===== src/rtl/key_event_queue.sv =====
// Keypad event queue: debounces scanner press/release and queues one event per press.
// Optional build macro AUTOREPEAT_EN adds auto-repeat pushes while a key stays held.
module key_event_queue #(
  parameter int unsigned DEBOUNCE_CYCLES = 16,
  parameter int unsigned DB_W            = 5,
  parameter int unsigned FIFO_DEPTH      = 4,
  parameter int unsigned PTR_W           = 2,
  parameter int unsigned REPEAT_DELAY    = 1000,
  parameter int unsigned REPEAT_RATE     = 200,
  parameter int unsigned RPT_W           = 10
) (
  input  logic             CLK,
  input  logic             RESET,
  input  logic [3:0]       BCDKey,
  input  logic             KeyRead,
  output logic [3:0]       key_code,
  output logic             key_valid,
  input  logic             key_ready,
  output logic [PTR_W:0]   key_count,
  output logic             overflow,
  input  logic             ovf_clr
);

  typedef enum logic [1:0] {StIdle, StPressDb, StHeld, StRelDb} state_e;

  localparam logic [DB_W-1:0]  DbLast   = DB_W'(DEBOUNCE_CYCLES - 1);
  localparam logic [PTR_W:0]   FullCnt  = (PTR_W + 1)'(FIFO_DEPTH);

  state_e            state_q;
  logic [DB_W-1:0]   cnt_q;
  logic [3:0]        cand_q;

  logic [3:0]        mem_q [FIFO_DEPTH];
  logic [PTR_W-1:0]  wptr_q, rptr_q;
  logic [PTR_W:0]    count_q, count_d;
  logic              ovf_q;

  logic press_push, rpt_hit, push, pop, full, wr_en, drop;

  // Debounce FSM: one sample per clock, counter shared by press and release phases.
  always_ff @(posedge CLK or posedge RESET) begin
    if (RESET) begin
      state_q <= StIdle;
      cnt_q   <= '0;
      cand_q  <= '0;
    end else begin
      case (state_q)
        StIdle: begin
          if (KeyRead) begin
            cand_q  <= BCDKey;
            cnt_q   <= DB_W'(1);
            state_q <= StPressDb;
          end
        end
        StPressDb: begin
          if (!KeyRead || (BCDKey != cand_q)) begin
            cnt_q   <= '0;
            state_q <= StIdle;
          end else if (cnt_q == DbLast) begin
            cnt_q   <= '0;
            state_q <= StHeld;
          end else begin
            cnt_q <= cnt_q + DB_W'(1);
          end
        end
        StHeld: begin
          if (!KeyRead) begin
            cnt_q   <= DB_W'(1);
            state_q <= StRelDb;
          end
        end
        StRelDb: begin
          if (KeyRead) begin
            cnt_q   <= '0;
            state_q <= StHeld;
          end else if (cnt_q == DbLast) begin
            cnt_q   <= '0;
            state_q <= StIdle;
          end else begin
            cnt_q <= cnt_q + DB_W'(1);
          end
        end
        default: state_q <= StIdle;
      endcase
    end
  end

  assign press_push = (state_q == StPressDb) && KeyRead && (BCDKey == cand_q) && (cnt_q == DbLast);

`ifdef AUTOREPEAT_EN
  logic [RPT_W-1:0] rpt_q;
  logic             rpt_rate_q;

  assign rpt_hit = (state_q == StHeld) && KeyRead &&
                   (rpt_q == (rpt_rate_q ? RPT_W'(REPEAT_RATE - 1) : RPT_W'(REPEAT_DELAY - 1)));

  // Any exit from the held phase restarts the long initial delay.
  always_ff @(posedge CLK or posedge RESET) begin
    if (RESET) begin
      rpt_q      <= '0;
      rpt_rate_q <= 1'b0;
    end else if ((state_q == StHeld) && KeyRead) begin
      if (rpt_hit) begin
        rpt_q      <= '0;
        rpt_rate_q <= 1'b1;
      end else begin
        rpt_q <= rpt_q + RPT_W'(1);
      end
    end else begin
      rpt_q      <= '0;
      rpt_rate_q <= 1'b0;
    end
  end
`else
  logic unused_rpt_cfg;
  assign unused_rpt_cfg = ^{REPEAT_DELAY, REPEAT_RATE, RPT_W};
  assign rpt_hit = 1'b0;
`endif

  assign push      = press_push || rpt_hit;
  assign key_valid = (count_q != '0);
  assign pop       = key_valid && key_ready;
  assign full      = (count_q == FullCnt);
  // A full FIFO still accepts a push when the head leaves on the same edge.
  assign wr_en     = push && (!full || pop);
  assign drop      = push && full && !pop;

  always_comb begin
    count_d = count_q;
    case ({wr_en, pop})
      2'b10:   count_d = count_q + (PTR_W + 1)'(1);
      2'b01:   count_d = count_q - (PTR_W + 1)'(1);
      default: count_d = count_q;
    endcase
  end

  always_ff @(posedge CLK or posedge RESET) begin
    if (RESET) begin
      wptr_q  <= '0;
      rptr_q  <= '0;
      count_q <= '0;
      ovf_q   <= 1'b0;
    end else begin
      if (wr_en) wptr_q <= wptr_q + PTR_W'(1);
      if (pop)   rptr_q <= rptr_q + PTR_W'(1);
      count_q <= count_d;
      if (drop)         ovf_q <= 1'b1;
      else if (ovf_clr) ovf_q <= 1'b0;
    end
  end

  always_ff @(posedge CLK) begin
    if (wr_en) mem_q[wptr_q] <= cand_q;
  end

  assign key_code  = key_valid ? mem_q[rptr_q] : 4'h0;
  assign key_count = count_q;
  assign overflow  = ovf_q;

endmodule


===== config.mk =====
export PLATFORM = sky130hd
export DESIGN_NAME = key_event_queue
export DESIGN_NICKNAME = d
export VERILOG_FILES = /design/src/rtl/key_event_queue.sv
export SDC_FILE = /design/constraint.sdc
export NUM_CORES = 1
export LEC_CHECK = 0
export CAP_MARGIN = 5
export CORE_ASPECT_RATIO = 1.2
export CORE_MARGIN = 2
export CORE_UTILIZATION = 36
export CTS_CLUSTER_SIZE = 14
export DETAILED_ROUTE_END_ITERATION = 6
export REMOVE_ABC_BUFFERS = 1
export SYNTH_ARGS = -nofsm -noshare
export SYNTH_HDL_FRONTEND = slang
export SYNTH_SLANG_ARGS = --single-unit

===== constraint.sdc =====
create_clock -name CLK -period 3.6 [get_ports CLK]
set_input_delay 0.54 -clock CLK [delete_from_list [all_inputs] [get_ports CLK]]
set_output_delay 0.54 -clock CLK [all_outputs]
set_load 0.01 [all_outputs]

Yosys cells after proc, flatten, opt, wreduce, memory -nomap -nowiden

Memory sizes are Yosys's and may differ from the RTL's.
Index checks and enable logic that the tools add are counted.

Register bits after elaboration: 19
Bits in writable memories: 16
Input port bits: 9
Output and inout bits: 9
Word-level logic and storage cells: 64
Memories kept: 1

Memory list:

| name  | words | bits a word | rd ports | clocked after Yosys merged registers in | write ports | RTL line | text |
|---|---|---|---|---|---|---|---|
| mem_q | 4     | 4           | 1        | 0                                       | 1           | 33       | `logic [3:0] mem_q [FIFO_DEPTH];` |

Add/sub/neg operators: 5
Equality and inequality tests: 13
Multiplexer cells: 19
Reductions and logical operators: 19

Operators with widths:

| kind                                                                  | number |
|---|---|
| 5-bit 2-to-1 mux                                                      | 5 |
| 5-bit case mux with 4 select lines                                    | 1 |
| 2-bit 2-to-1 mux                                                      | 6 |
| 2-bit case mux with 4 select lines                                    | 1 |
| 1-bit logical AND                                                     | 7 |
| 2-bit equality test, second input constant                            | 3 |
| 3-bit inequality test, second input constant                          | 2 |
| 3-bit case mux with 2 select lines                                    | 1 |
| 5-bit by 1-bit adder with 5-bit output, second input constant         | 1 |
| 5-bit by 4-bit equality test with 1-bit output, second input constant | 1 |
| 2-bit by 1-bit adder with 2-bit output, second input constant         | 2 |
| 2-bit by 1-bit equality test with 1-bit output, second input constant | 2 |
| 4-bit equality test                                                   | 1 |
| 1-bit 2-to-1 mux                                                      | 4 |
| 4-bit 2-to-1 mux                                                      | 1 |
| 2-bit inequality test, second input constant                          | 2 |
| 4-bit inequality test                                                 | 1 |
| 2-bit AND reduction                                                   | 2 |
| 4-bit AND reduction                                                   | 1 |
| 2-bit nonzero test                                                    | 2 |
| 3-bit by 1-bit adder with 3-bit output, second input constant         | 1 |
| 3-bit equality test, second input constant                            | 1 |
| 1-bit logical NOT                                                     | 3 |
| 3-bit nonzero test                                                    | 1 |
| other kinds (3)                                                       | 4 |

Depth between registers and ports, before layout

Word-level depth: 7
Gate-level depth with buffers: 9
Mapped depth without buffers: 9

Worst setup path before layout

OpenSTA, ideal clock, no wires.

Path type: input to register
From: input BCDKey[2]
To: register count_q[2] (netlist: key_count[2])
Library setup time: 87 ps
Arrival: 2,380 ps
Required time: 3,513 ps
Path slack: 1,134 ps
Cell stages on the path: 9
Buffers on the path: 0
Cells stage by stage: xnor2_1 -> nand3_1 -> nor3_1 -> nor2_1 -> fa_1 -> nor2b_1 -> and3_1 -> a211o_1 -> o211ai_1

Cells in the longest elaborated chain, start to end: 6
Elaborated cells between the ends (all ways): 8
Those cells by class: 3 x eq/ne; 1 x mux; 4 x reduce/logical

RTL lines:

| element                                                                                      | RTL line | text |
|---|---|---|
| start: declaration                                                                           | 14       | `input logic [3:0] BCDKey,` |
| 4-bit equality test (*)                                                                      | 88       | `assign press_push = (state_q == StPressDb) && KeyRead && (BCDKey == cand_q) && (cnt_q == DbLast);` |
| 1-bit logical AND (*) (2 in series)                                                          | 88       |  |
| 1-bit logical AND (*)                                                                        | 125      | `assign wr_en = push && (!full \|\| pop);` |
| 2-bit by 1-bit equality test with 1-bit output / 2-bit equality test (equally long branches) | 130      | `case ({wr_en, pop})` |
| 3-bit case mux with 2 select lines / 2-bit nonzero test (equally long branches)              | -        |  |
| end signal: assignment                                                                       | 146      | `count_q <= count_d;` |
| end: declaration                                                                             | 35       | `logic [PTR_W:0] count_q, count_d;` |

Every way passes the cells marked *; elsewhere a longest branch is shown, timed or not.
A chain may end at the register's enable or synchronous reset.

Final worst setup path

Same ends and word-level chain as after synthesis.

==> results.ini <==
[clocking]
cts.htree.levels = 2
post_cts_buffers = 0
numClockSinks = 35
cts.reportedPaths.clkPinSlew_ns = 0.07
clk_latency_ns = 0.28
cts-hold-fix-buffers = 0
cts_tree = yes
clockBufferDepth = 2
ctsResizeCount = 0
clock-root-buffer = clkbuf_8
cts_inserted_buffers = 5

[floorplanning]
die_w_um = 68.3
core_area_um2 = 4870
design.die.area_um2 = 5540
placementRows = 28
die_h_um = 81.1
ios = 18
start_util_pct = 36.7

[sta]
finalClockSkew_ns = 0.00726
max_freq_ghz = 0.368
min_period_ns = 2.72
rsz0062_at_grt = false
fin_ws_ns = 0.885
fin_crit_sh_pct = 75.4
tns_ns = 0
finalMaxSlewViolations = 0
final-setup-viol-count = 0
worst_pin_slew_ns = 0.769
maxSlewHeadroom_pct = 48.6
hold_viol = 0

[finish]
fin_area_um2 = 2140
layout-drive-gt1-share_pct = 14.1
instances_no_fill = 230
fillers = 454
n_antenna_cell = 0
nets = 184
syn_to_final_growth_pct = 19.8

[pwr]
max-vdd-ir-drop_mv = 0.213
total_power_mw = 1.47
powerDensity_nw_per_um2 = 688
power_leakage_nw = 0.854

[detailed_routing]
num_vias = 1217
first_iter_violations = 79
drt-total-wl_um = 3450
routedWlPerCell_um = 15.0
drt_pass1_iterations = 4
drt.antenna.violating_nets = 0
drc = 0
via_per_inst = 5.29

[synthesis]
async_flop_share_pct = 54.3
synth_edf_count = 16
ys_seq_area_share_pct = 53.5
ys_top_cells_by_area = edfxtp_1 (27%), dfrtp_1 (27%), mux4_2 (5.0%)
synth_area_um2 = 1790
ys.flop_type = dfrtp_1
syn_area_per_cell_um2 = 12.1
ys_types = 42
yosys_warnings = 0
synthCells = 147
yosys.area.top_type = edfxtp_1
yosysTopAreaCellShare_pct = 26.9
synth-seq-cells = 35

[worst_setup_path]
critPathMaxFanout = 3
path_class = in -> reg
cpMaxStageDelayCell = clkdlybuf4s50_1
rrSetupSlack_ns = 1.12
cp.required_ns = 3.80
critPathBufInv = 1
startpoint_type = input pin
path_delay_family = simple AND/OR/NAND/NOR gates
cp_data_arrival_time_ns = 2.92
end_kind = flop
cp_slowest_stage_delay_ns = 0.44
worstPathCellList = clkdlybuf4s50_1, xnor2_1, nand3_1, nor3_1, nor2_1, fa_1, nor2b_1, and3_1, a211o_1, o211ai_1

[hold_path]
worstHoldPathType = reg -> reg

[placement]
io_buffer_count = 17
dp_slack_ns = 0.583
placed_cells = 222
gp_congestion = 0.868
hpwl_um = 2600
placed_area_um2 = 2030

[run]
maxCapViolations = 0

[global_routing]
antenna_found_initial = 0
grt_use_total_pct = 14.3
grt_pass1_wl_um = 5840
grt_max_degree = 20
grt_overflow = 0
grt_pass1_vias = 1214

[outcome]
status = finished, final reports clean

-- where the power goes --
part | total (mW) | switching (mW) | internal (mW)
Clock | 0.350 | 0.144 | 0.206
Combinational | 0.485 | 0.211 | 0.274
Sequential | 0.636 | 0.126 | 0.510
Total | 1.47 | 0.480 | 0.990
-- stage by stage --
| step | hold WS (ns) | utilization [%] |
|---|---|---|
| finish | 0.509 | 43.9 |
| global route | 0.562 | 43.9 |
| CTS | 0.517 | 43.9 |
| detailed placement | 0.492 | 41.6 |
| global placement | 0.485 | 41.6 |
| floorplan | 0.465 | - |
-- cell type report --
cell class                 count  area, µm²  share of cell area, %
sequential                    35        956                   44.7
multi-input combinational    103        795                   37.2
timing repair buffer          18        178                   8.31
tap                           60       75.1                   3.51
clock buffer                   5       68.8                   3.22
clock inverter                 3       43.8                   2.05
inverter                       6       22.5                   1.05
-- synthesized netlist by cell type (5+ instances only) --
cell type,instances
and2_1,6
and3_1,7
dfrtp_1,19
edfxtp_1,16
ha_1,5
inv_1,6
nand2_1,8
nand3_1,7
nor2_1,5
nor2b_1,7
o21ai_0,5
xnor2_1,7
-- flip-flops by register name (all words and copies together) (netlist names) --
| name | flops |
|---|---|
| cnt_q | 5 |
| cand_q | 4 |
| state_q | 2 |
| wptr_q | 2 |
| rptr_q | 2 |
| mem_q | 16 |
| key_count | 3 |
| overflow | 1 |
-- routing by layer --
layer	share of wire, %	track usage, %	vias to the layer above	wire length [µm]
met5	0	0	-	0
met4	0.75	5.20	0	26
met3	3.1	4.16	2	108
met2	54	24.7	22	1860
met1	42	16.7	605	1450
li1	-	-	588	-
-- worst paths after layout --
check / from / endpoint / depth (start not counted)
min in group asynchronous: RESET / cand_q[2]$_DFFE_PP0P_ / 2
max in group asynchronous: RESET / wptr_q[0]$_DFFE_PP0P_ / 2
min reg2reg: cnt_q[4]$_DFFE_PP0P_ / cnt_q[4]$_DFFE_PP0P_ / 1
max reg2reg: cand_q[2]$_DFFE_PP0P_ / key_count[2]$_DFFE_PP0P_ / 9
min: cnt_q[4]$_DFFE_PP0P_ / cnt_q[4]$_DFFE_PP0P_ / 1
max: BCDKey[2] / key_count[2]$_DFFE_PP0P_ / 10
-- cell usage in the layout (no fill, tap or decap), types with 2 or more instances in the layout --
cell type,count
a21oi_1,4
a31oi_1,2
and2_1,6
and3_1,7
clkbuf_8,5
clkdlybuf4s50_1,17
dfrtp_1,19
edfxtp_1,16
ha_1,5
inv_1,6
mux2_2,4
mux4_2,4
nand2_1,8
nand2b_1,2
nand3_1,7
nand3b_1,2
nor2_1,5
nor2b_1,7
nor3_1,4
nor4_1,2
o211ai_1,2
o21ai_0,5
o31ai_1,2
xnor2_1,7
-- logic make-up after synthesis --
family | after synthesis | synth area share, %
buf+inv | 9 | 1.96
xor+xnor | 7 | 3.43
flops | 35 | 53.5
simple gates | 59 | 20.3
fa+ha+maj | 6 | 4.63
compound gates | 22 | 7.99
mux | 9 | 8.13
(Power assumes the default switching activity.)
